--- src/rtl/demux_scan_ctrl.sv ---
// demux_scan_ctrl: accepts an N-bit frame over a valid/ready handshake and
// plays it out to a 1-to-N demux, one channel at a time. Each channel is held
// for DWELL cycles. When SEL moves on to the next channel, D is held low for
// BLANK cycles (break-before-make). DONE pulses for one cycle at end of frame.
//
// Handshake: a frame is accepted on a rising CLK edge where VALID=1 and the
// registered READY=1. READY is high only while idle. A VALID seen while READY=0
// is dropped, because there is no queueing.
module demux_scan_ctrl #(
    parameter int N     = 8,
    parameter int SELW  = 3,
    parameter int DWELL = 4,
    parameter int BLANK = 1
) (
    input  logic            CLK,
    input  logic            N_RESET,
    input  logic [N-1:0]    DATA_IN,
    input  logic            VALID,
    output logic            READY,
    input  logic            ABORT,
    output logic            D,
    output logic [SELW-1:0] SEL,
    output logic            BUSY,
    output logic            DONE,
    output logic [1:0]      state_dbg
);

    // A single counter serves both the dwell and blank phases, so it is sized
    // for the longer of the two.
    localparam int MAXV = (DWELL > BLANK) ? DWELL : BLANK;
    localparam int CW   = $clog2(MAXV) + 1;

    localparam logic [CW-1:0]   DWELL_LAST = CW'(DWELL - 1);
    localparam logic [CW-1:0]   BLANK_LAST = CW'((BLANK > 0) ? BLANK - 1 : 0);
    localparam logic [SELW-1:0] LAST_SEL   = SELW'(N - 1);

    typedef enum logic [1:0] {
        S_IDLE  = 2'd0,
        S_DRIVE = 2'd1,
        S_BLANK = 2'd2,
        S_FIN   = 2'd3
    } state_t;

    state_t          state;
    logic [N-1:0]    frame;
    logic [CW-1:0]   cnt;
    logic [SELW-1:0] sel_next;

    // The next channel's index. It is only used while SEL < N-1, so it never
    // points past the frame.
    assign sel_next  = SEL + 1'b1;
    assign state_dbg = state;

    // Sequencer FSM. Every output is registered and is updated together with the state.
    always_ff @(posedge CLK or negedge N_RESET) begin
        if (!N_RESET) begin
            state <= S_IDLE;
            frame <= '0;
            cnt   <= '0;
            READY <= 1'b0;
            D     <= 1'b0;
            SEL   <= '0;
            BUSY  <= 1'b0;
            DONE  <= 1'b0;
        end else begin
            DONE <= 1'b0;
            case (state)
                S_IDLE: begin
                    READY <= 1'b1;
                    BUSY  <= 1'b0;
                    D     <= 1'b0;
                    SEL   <= '0;
                    cnt   <= '0;
                    // ABORT is ignored in idle, so a simultaneous VALID still gets in.
                    if (VALID && READY) begin
                        frame <= DATA_IN;
                        state <= S_DRIVE;
                        D     <= DATA_IN[0];
                        READY <= 1'b0;
                        BUSY  <= 1'b1;
                    end
                end

                S_DRIVE: begin
                    if (ABORT) begin
                        state <= S_IDLE;
                        cnt   <= '0;
                        D     <= 1'b0;
                        SEL   <= '0;
                        BUSY  <= 1'b0;
                        READY <= 1'b1;
                    end else if (cnt == DWELL_LAST) begin
                        cnt <= '0;
                        if (SEL == LAST_SEL) begin
                            state <= S_FIN;
                            D     <= 1'b0;
                            DONE  <= 1'b1;
                        end else begin
                            SEL <= sel_next;
                            if (BLANK > 0) begin
                                state <= S_BLANK;
                                D     <= 1'b0;
                            end else begin
                                D <= frame[sel_next];
                            end
                        end
                    end else begin
                        cnt <= cnt + 1'b1;
                    end
                end

                S_BLANK: begin
                    if (ABORT) begin
                        state <= S_IDLE;
                        cnt   <= '0;
                        D     <= 1'b0;
                        SEL   <= '0;
                        BUSY  <= 1'b0;
                        READY <= 1'b1;
                    end else if (cnt == BLANK_LAST) begin
                        state <= S_DRIVE;
                        cnt   <= '0;
                        D     <= frame[SEL];
                    end else begin
                        cnt <= cnt + 1'b1;
                    end
                end

                S_FIN: begin
                    // The exit is the same with or without ABORT. DONE is
                    // only ever raised on the edge that enters FIN.
                    state <= S_IDLE;
                    cnt   <= '0;
                    D     <= 1'b0;
                    SEL   <= '0;
                    BUSY  <= 1'b0;
                    READY <= 1'b1;
                end

                default: begin
                    state <= S_IDLE;
                    cnt   <= '0;
                    D     <= 1'b0;
                    SEL   <= '0;
                    BUSY  <= 1'b0;
                    READY <= 1'b0;
                end
            endcase
        end
    end

endmodule

--- config.mk ---
export PLATFORM = sky130hd
export DESIGN_NAME = demux_scan_ctrl
export DESIGN_NICKNAME = d
export VERILOG_FILES = /design/src/rtl/demux_scan_ctrl.sv
export SDC_FILE = /design/constraint.sdc
export NUM_CORES = 1
export LEC_CHECK = 0
export BUFFER_PORTS_ARGS = -buffer_cell sky130_fd_sc_hd__buf_2
export CORE_ASPECT_RATIO = 0.9
export CORE_MARGIN = 2
export CORE_UTILIZATION = 50
export CTS_CLUSTER_DIAMETER = 100
export DETAILED_ROUTE_END_ITERATION = 10
export GPL_TIMING_DRIVEN = 0
export PLACE_DENSITY = 0.77
export SYNTH_ARGS = -nofsm -noshare
export SYNTH_HDL_FRONTEND = slang
export SYNTH_SLANG_ARGS = --single-unit
export TNS_END_PERCENT = 1
--- constraint.sdc ---
create_clock -name CLK -period 1.8 [get_ports CLK]
set_input_delay 0.27 -clock CLK [delete_from_list [all_inputs] [get_ports CLK]]
set_output_delay 0.27 -clock CLK [all_outputs]
set_load 0.01 [all_outputs]
==> results of run 1 <==
-- cells by family after synthesis --
group	after synthesis	synth area share
DFF	20	0.465
AOI/OAI and AO/OA	12	0.0883
buffers and inverters	11	0.0395
adders and majority gates	10	0.116
and+or+nand+nor	28	0.130
muxes	15	0.161
-- worst max-delay path: cells and delay by family, from the launching register on --
family | cells | cell delay (ps)
adders and majority gates | 2 | 440
DFF | 1 | 400
muxes | 1 | 330
AOI/OAI and AO/OA | 2 | 310
and+or+nand+nor | 1 | 140
-- layout by cell type (no fill, tap or decap), drive strengths merged, types with 2 or more instances in the layout --
| cell | netlist | routed |
|---|---|---|
| buf | 1 | 23 |
| dfrtp | 20 | 20 |
| inv | 10 | 10 |
| ha | 10 | 10 |
| mux2 | 9 | 9 |
| nor2 | 7 | 7 |
| nand2 | 6 | 6 |
| mux2i | 5 | 5 |
| nand2b | 5 | 5 |
| nand3 | 3 | 3 |
| a21oi | 3 | 3 |
| clkbuf | 0 | 3 |
| a211oi | 2 | 2 |
| nand4 | 2 | 2 |
| o21a | 2 | 2 |
| o21ai | 2 | 2 |
-- through the flow --
stage	total power, W	hold WS, ps
after global routing	0.00204	179
after floorplan	0.00127	-25.6
after CTS	0.00189	186
final	0.00189	186
after detailed placement	0.00147	240
after global placement	0.00144	234
-- power by group through the flow --
stage | clock network (W) | registers [W] | logic, W
detailed placement | 0 | 0.000744 | 0.000728
global route | 0.000388 | 0.000761 | 0.000891
finish | 0.000371 | 0.000733 | 0.000791
CTS | 0.000369 | 0.000730 | 0.000788
floorplan | 0 | 0.000749 | 0.000522
global placement | 0 | 0.000734 | 0.000704
-- metal layers --
metal / track usage / vias to the layer above
met3: 0.0375 / 5
li1: - / 388
met2: 0.330 / 11
met4: 0.0615 / 0
met1: 0.238 / 383
met5: 0 / -
-- state kept, by name, summed over array words and instances (netlist names) --
signal,flops
SEL,3
state_dbg,2
READY,1
cnt,3
DONE,1
BUSY,1
D,1
frame,8
-- what timing repair did --
action                                  in CTS  in global routing
hold buffers                                 1                  0
resized for setup                            1                  4
endpoints found under the setup margin       1                  3
gates cloned                                 0                  0
pin swaps                                    1                  1
hold endpoints to repair                    20                  0
buffers inserted                             2                  0
-- layout make-up --
cell class | count | area, um2 | area share
Inverter | 10 | 37.5 | 0.0288
Timing Repair Buffer | 23 | 125 | 0.0961
Buffer | 1 | 5.00 | 0.00384
Sequential cell | 20 | 502 | 0.385
Clock buffer | 3 | 22.5 | 0.0173
Multi-Input combinational cell | 65 | 549 | 0.422
Clock inverter | 1 | 30.0 | 0.0231
Tap cell | 25 | 31.3 | 0.0240
-- final timing paths --
path,depth (start not counted),from,to,slack (ps)
max,6,cnt[0],state_dbg[1],80
min,2,DATA_IN[3],frame[3],190
max reg2reg,6,cnt[0],state_dbg[1],80
min reg2reg,2,frame[0],frame[0],500
max in group asynchronous,2,N_RESET,SEL[1],1040
min in group asynchronous,2,N_RESET,READY,420
==> impl_metrics.csv, run 1 <==
group,metric,value,unit
pwr,netSwitchingFraction,0.343,
clock_network,clock-sinks,20,
detailed_routing,totalWireLength,1970,um
detailed_routing,dr.pass1.iters,4,
final_layout,area_growth,20.9,%
final_layout,antennaDiodeCount,0,
final_layout,fill_cells,178,
yosys,synth.cell_area,1080,um2
clock_network,path_clk_slew,120,ps
global_routing,overflow,0,
detailed_routing,avgRoutedWirePerCell,13.3,um
timing,fin_worst_skew,1.11,ps
timing,tns,0,ps
timing,worst_pin_slew,450,ps
global_routing,track_usage,0.188,
clock_network,clk_path_buf_depth,2,
yosys,synth_seq_cells,20,
pwr,p_comb_frac,0.417,
run,max_cap_viol_count,0,
place,place_ws,-15.2,ps
critical_path,slowest_delay,400,ps
detailed_routing,vias_per_cell,5.32,
detailed_routing,wirelength_met1,923,um
detailed_routing,drc,0,
status,status,"finished, final reports clean",
final_layout,num-nets-final,146,
floorplan,io_pins,21,
floorplan,coreArea,1970,um2
pwr,ir_drop,0.00128,V
yosys,synthesis.nets,118,
clock_network,cts_root_buffer,"clkbuf_4",
yosys,netlist_instances,96,
detailed_routing,dr_wl_met2,974,um
yosys,synth_cell_type_count,26,
yosys,ys.flop_type,"dfrtp_1",
yosys,synth_area_per_cell,11.2,um2
timing,final.min_clock_period,1720,ps
global_routing,grt_max_degree,21,
place,placed_area,1210,um2
floorplan,die-area,2540,um2
timing,finalWorstSetupSlack,82.7,ps
clock_network,clk_latency,300,ps
pwr,seq_power_share,0.387,
yosys,synth.largest_area_cell,"dfrtp_1",
yosys,yosysSeqAreaShare,0.465,
global_routing,grt_pass1_vias,739,
pwr,power.density,1450,nW/um2
critical_path,path_cells,"ha_1 > ha_2 > nand2b_4 > a21boi_4 > o21ai_2 > mux2_1",
pwr,leakage,0.624,nW
pwr,p_switching,0.000650,W
final_layout,layout-drive-gt1-share,0.350,
yosys,yosysMostFrequentCell,"dfrtp_1",
global_routing,grt_first_pass_wirelength,3330,um
detailed_routing,highest_layer,"met4",
critical_path,crit_type,"reg2reg",
critical_path,cp_slowest_cell,"dfrtp_1",
timing,hold_viol,0,
final_layout,design_area,1300,um2
place,place_inst,141,
timing,setup-violations-final,0,
detailed_routing,ant_nets,0,
timing,fmax,582,MHz
critical_path,worstPathRequired,2000,ps
detailed_routing,drt-initial-drc-count,8,
detailed_routing,route.met3.wl,48,um
place,place_congestion,0.771,
pwr,pwr-share-clk,0.196,
place,portBuffers,20,
final_layout,finalNonFillerCells,148,
place,dp_hpwl,1470,um
timing,slew_viol_final,0,
yosys,synth_warnings,0,
timing,slew_headroom,0.700,
clock_network,cts_buffers,3,
pwr,p_int,0.00125,W
timing,timing.final.crit_share,0.954,
clock_network,htree_levels,1,
yosys,synth.top_cells.by_count,"dfrtp_1, ha_1, inv_1, mux2_2, nor2_1",
critical_path,cp_max_fo,3,
floorplan,start_util,0.547,
detailed_routing,vias,787,
critical_path,cp-end-kind,"flop",
floorplan,rows,15,
final_layout,final_core_utilization,0.661,
critical_path,startpoint_type,"flop",
yosys,synth-edff-count,0,
yosys,async_flop_share,1.00,
yosys,synth_area_leaders,"dfrtp_1, ha_1, mux2_2, mux2i_1, inv_1",
critical_path,crit_arrival,1920,ps
floorplan,dieHeight,48.0,um
floorplan,die_x,52.9,um
yosys,netlist.area_leader.share,0.465,
clock_network,cts_tree,"done",
min_path,hp-class,"in2reg",
global_routing,antenna_found_initial,0,
(Power assumes the default switching activity.)
==> run 2, diff against run 1 <==
REMOVE_ABC_BUFFERS = 1   (was unset)
==> run 2 against run 1 <==
Effect of this change:
- setup slack gained 8.8 ps
- core utilization shrank 1.8 points
- design area shrank 2.7%
- critical path type unchanged
==> impl_metrics.csv, run 2 (synthesis results as in run 1) <==
group,metric,value,unit
status,status,"finished, final reports clean",
critical_path,rrSetupSlack,90,ps
floorplan,coreArea,1970,um2
floorplan,io_pins,21,
final_layout,fill_cells,170,
place,place_congestion,0.748,
critical_path,cp_max_fo,3,
clock_network,htree_levels,1,
detailed_routing,vias_per_cell,5.21,
place,portBuffers,20,
critical_path,crit_type,"reg2reg",
final_layout,area_growth,17.7,%
global_routing,antenna_found_initial,0,
clock_network,cts_buffers,3,
pwr,leakage,0.606,nW
critical_path,worstReg2RegStart,"cnt[0]",
min_path,holdPathEnd,"frame[2]",
timing,setup-violations-final,0,
final_layout,layout-drive-gt1-share,0.339,
min_path,hold_start,"DATA_IN[2]",
floorplan,start_util,0.547,
timing,worst_pin_slew,456,ps
final_layout,layout_commonest_cell,"buf_2",
floorplan,rows,15,
timing,hold_viol,0,
clock_network,clk_path_buf_depth,2,
detailed_routing,totalWireLength,1920,um
clock_network,cts_root_buffer,"clkbuf_4",
global_routing,track_usage,0.174,
floorplan,die-area,2540,um2
place,dp_hpwl,1500,um
min_path,hp-class,"in2reg",
detailed_routing,drt-initial-drc-count,6,
timing,fin_worst_skew,5.28,ps
run,max_cap_viol_count,0,
critical_path,crit_arrival,1890,ps
pwr,power.density,1360,nW/um2
timing,holdWs,210,ps
pwr,ir_drop,0.000810,V
clock_network,clock-sinks,20,
clock_network,cts_tree,"done",
final_layout,top_regs,"frame x8, SEL x3, cnt x3",
critical_path,startpoint_type,"flop",
critical_path,cp-end-kind,"flop",
timing,fmax,585,MHz
detailed_routing,drc,0,
floorplan,die_x,52.9,um
final_layout,largest_reg_flops,8,
timing,final.min_clock_period,1710,ps
global_routing,grt_first_pass_wirelength,3150,um
floorplan,dieHeight,48.0,um
min_path,hold_depth,2,
global_routing,overflow,0,
clock_network,path_clk_slew,100,ps
global_routing,grt_max_degree,21,
final_layout,regMostFlops,"frame",
critical_path,worstReg2RegEnd,"state_dbg[1]",
clock_network,clk_latency,290,ps
timing,tns,0,ps
critical_path,worstPathRequired,1980,ps
detailed_routing,dr.pass1.iters,4,
final_layout,antennaDiodeCount,0,
final_layout,final_cell_mix,"buf_2, dfrtp_1, inv_1",
detailed_routing,ant_nets,0,
detailed_routing,vias,760,
critical_path,r2r_cells,6,
timing,slew_viol_final,0,
global_routing,grt_pass1_vias,781,
timing,slew_headroom,0.696,
timing,timing.final.crit_share,0.949,
timing,rsz0062_at_grt,"false",
final_layout,num-nets-final,145,
detailed_routing,avgRoutedWirePerCell,13.2,um
## run 2: changes by cell type in the layout (fill, tap and decap cells not counted)
cell / previous run / this run
buf_2: 21 / 20
bufinv_16: 1 / 0
## run 2: worst max path at each step
stage / start / to / slack (ps) / cells past startpoint
global placement: cnt[0] / state_dbg[1] / 20 / 6
CTS: cnt[0] / state_dbg[1] / 4 / 6
detailed placement: cnt[0] / state_dbg[1] / -2 / 6
global route: cnt[0] / state_dbg[1] / 40 / 6
floorplan: cnt[0] / state_dbg[1] / 120 / 6
finish: cnt[0] / state_dbg[1] / 90 / 6
## run 2: power by group
group	internal, W	switching (W)	total (W)
logic	0.000404	0.000385	0.000789
clock network	0.0000777	0.000120	0.000198
registers	0.000618	0.000123	0.000741
## run 2: worst max-delay path, stage by stage (launching register included)
cell	delay, ps
dfrtp_1	390
ha_1	220
ha_2	190
nand2b_4	150
a21boi_4	150
o21ai_2	180
mux2_1	330
## run 2: timing repair
action                                 4_1_cts  5_1_grt
endpoints found under the hold margin       20        0
setup endpoints to repair                    2        3
pin swaps                                    1        0
buffers inserted                             2        0
gates resized for setup                      1        4
hold buffers                                 1        0
## run 2: layout make-up
class,instances,area [um2],area share
Multi-Input combinational cell,65,549,0.433
Clock buffer,3,22.5,0.0178
Tap cell,25,31.3,0.0247
Sequential cell,20,502,0.396
Inverter,10,37.5,0.0296
Timing Repair Buffer,23,125,0.0987
## run 2: layer usage
layer | wire [um] | track usage | vias to the layer above
met2 | 989 | 0.343 | 13
met3 | 72 | 0.0406 | 0
met4 | 0 | 0.0359 | 0
met1 | 860 | 0.195 | 364
met5 | 0 | 0 | -
li1 | - | - | 383
## run 2: stage by stage
step | util | setup slack (ps) | instances | instance area (um2) | power [W]
finish | 0.643 | 91.5 | 146 | 1270 | 0.00173
global route | 0.643 | 35.9 | 146 | 1270 | 0.00186
CTS | 0.636 | 3.54 | 146 | 1250 | 0.00172
detailed placement | 0.611 | -2.44 | 140 | 1200 | 0.00149
global placement | 0.611 | 15.4 | 140 | 1200 | 0.00144
floorplan | - | 119 | 95 | 1070 | 0.00127
==> run 3, diff against run 2 <==
CELL_PAD_IN_SITES_DETAIL_PLACEMENT = 1   (was unset)
CELL_PAD_IN_SITES_GLOBAL_PLACEMENT = 1   (was unset)
CORE_UTILIZATION = 42   (was 50)
PLACE_DENSITY = 0.82   (was 0.77)
TNS_END_PERCENT = unset   (was 1)
==> run 3 against run 2 <==
Effect of this change:
- total power rose by 13%
- design area increased by 3.7%
- clock skew is 1.7 ps higher
- via count rose by 5.7%
- sequential power about the same
- critical path type unchanged
- largest cell class unchanged
- largest power group unchanged
==> impl_metrics.csv, run 3 (synthesis results as in run 1) <==
group,metric,value,unit
final_layout,finalNonFillerCells,150,
detailed_routing,dr.pass1.iters,4,
final_layout,final_cell_mix,"buf_2, dfrtp_1, inv_1",
timing,fin_worst_skew,6.97,ps
floorplan,start_util,0.440,
critical_path,crit_type,"reg2reg",
critical_path,rrSetupSlack,90,ps
final_layout,multiInputGateArea,561,um2
status,status,"finished, final reports clean",
timing,final.min_clock_period,1710,ps
detailed_routing,totalWireLength,2270,um
final_layout,antennaDiodeCount,0,
detailed_routing,drt-initial-drc-count,6,
timing,holdWs,182,ps
critical_path,r2r_cells,6,
floorplan,coreArea,2450,um2
detailed_routing,avgRoutedWirePerCell,15.1,um
final_layout,seqCellArea,503,um2
place,place_congestion,0.676,
global_routing,grt_pass1_vias,841,
critical_path,slowest_delay,410,ps
clock_network,clock-sinks,20,
timing,slew_viol_final,0,
timing,slew_headroom,0.697,
detailed_routing,ant_nets,0,
final_layout,design_area,1310,um2
clock_network,path_clk_slew,130,ps
detailed_routing,vias_per_cell,5.35,
global_routing,grt_first_pass_wirelength,3790,um
critical_path,crit_arrival,1920,ps
floorplan,die_x,57.4,um
clock_network,cts_tree,"done",
timing,setup-violations-final,0,
pwr,ir_drop,0.000745,V
clock_network,cts_buffers,3,
place,dp_hpwl,1610,um
clock_network,cts_root_buffer,"clkbuf_4",
critical_path,cp_max_fo,3,
pwr,leakage,0.620,nW
min_path,hold_depth,2,
timing,worst_pin_slew,455,ps
run,max_cap_viol_count,0,
timing,fmax,584,MHz
floorplan,io_pins,21,
detailed_routing,drc,0,
final_layout,layout_commonest_cell,"buf_2",
detailed_routing,vias,803,
timing,hold_viol,0,
clock_network,clk_path_buf_depth,2,
place,placed_area,1210,um2
final_layout,largest_reg_flops,8,
final_layout,regMostFlops,"frame",
final_layout,top_regs,"frame x8, SEL x3, cnt x3",
global_routing,antenna_found_initial,0,
pwr,power.density,1490,nW/um2
floorplan,dieHeight,52.0,um
critical_path,worstPathRequired,2010,ps
final_layout,layout-drive-gt1-share,0.361,
min_path,hp-class,"in2reg",
timing,timing.final.crit_share,0.951,
critical_path,crit_family,"adder cells",
min_path,holdPathEnd,"frame[4]",
critical_path,path_cells,"ha_2 > ha_1 > nand2b_4 > a21boi_4 > o21ai_4 > mux2_4",
final_layout,area_growth,22.0,%
critical_path,cp_slowest_cell,"dfrtp_1",
global_routing,grt_max_degree,21,
final_layout,num-nets-final,145,
critical_path,worstReg2RegStart,"cnt[0]",
floorplan,rows,17,
global_routing,track_usage,0.168,
critical_path,startpoint_type,"flop",
place,place_inst,143,
critical_path,cp-end-kind,"flop",
global_routing,overflow,0,
critical_path,path_buf_inv,0,
timing,tns,0,ps
clock_network,clk_latency,310,ps
final_layout,fill_cells,275,
place,portBuffers,20,
floorplan,die-area,2990,um2
critical_path,worstReg2RegEnd,"state_dbg[1]",
clock_network,htree_levels,1,
min_path,hold_start,"DATA_IN[4]",
run 3: power by group:
part | leakage (nW) | internal (W) | switching [W]
clock | 0.0279 | 0.000225 | 0.000153
combinational | 0.343 | 0.000419 | 0.000419
sequential | 0.249 | 0.000618 | 0.000125
total | 0.620 | 0.00126 | 0.000697
run 3: how the worst max path moves through the flow:
stage                     startpoint           end  slack [ps]  depth (start not counted)
after floorplan               cnt[0]  state_dbg[1]         120                          6
after global placement        cnt[0]  state_dbg[1]        -0.4                          6
after detailed placement      cnt[0]  state_dbg[1]         -40                          6
after CTS                     cnt[0]  state_dbg[1]          10                          6
after global routing          SEL[1]        SEL[0]        -0.2                          6
final                         cnt[0]  state_dbg[1]          90                          6
run 3: stage by stage:
step	power, W	setup slack [ps]	utilization
3_3_place_gp	0.00144	-0.449	0.494
6_report	0.00196	88.9	0.537
3_5_place_dp	0.00150	-42.5	0.494
4_1_cts	0.00192	14.0	0.529
2_1_floorplan	0.00127	119	-
5_1_grt	0.00211	-0.241	0.537
run 3: timing repair:
action,CTS,global route
pin swaps,1,1
hold buffers,1,0
resized for setup,2,6
hold endpoints to repair,20,0
setup endpoints to repair,2,3
setup buffers,2,0
run 3: cell type report:
type / instances / area share
multi-input cells: 65 / 0.427
flip-flops and latches: 20 / 0.383
repair buffers: 23 / 0.0952
inverters: 10 / 0.0286
well taps: 28 / 0.0267
clock inverters: 1 / 0.0229
clock buffers: 3 / 0.0171
run 3: per-layer routing:
metal  track usage  vias to the layer above  part of all wire
met5             0                        -                 0
met1         0.218                      400              0.45
met4        0.0581                        0             0.013
met3        0.0299                        4             0.035
li1              -                      380                 -
met2         0.284                       19              0.50
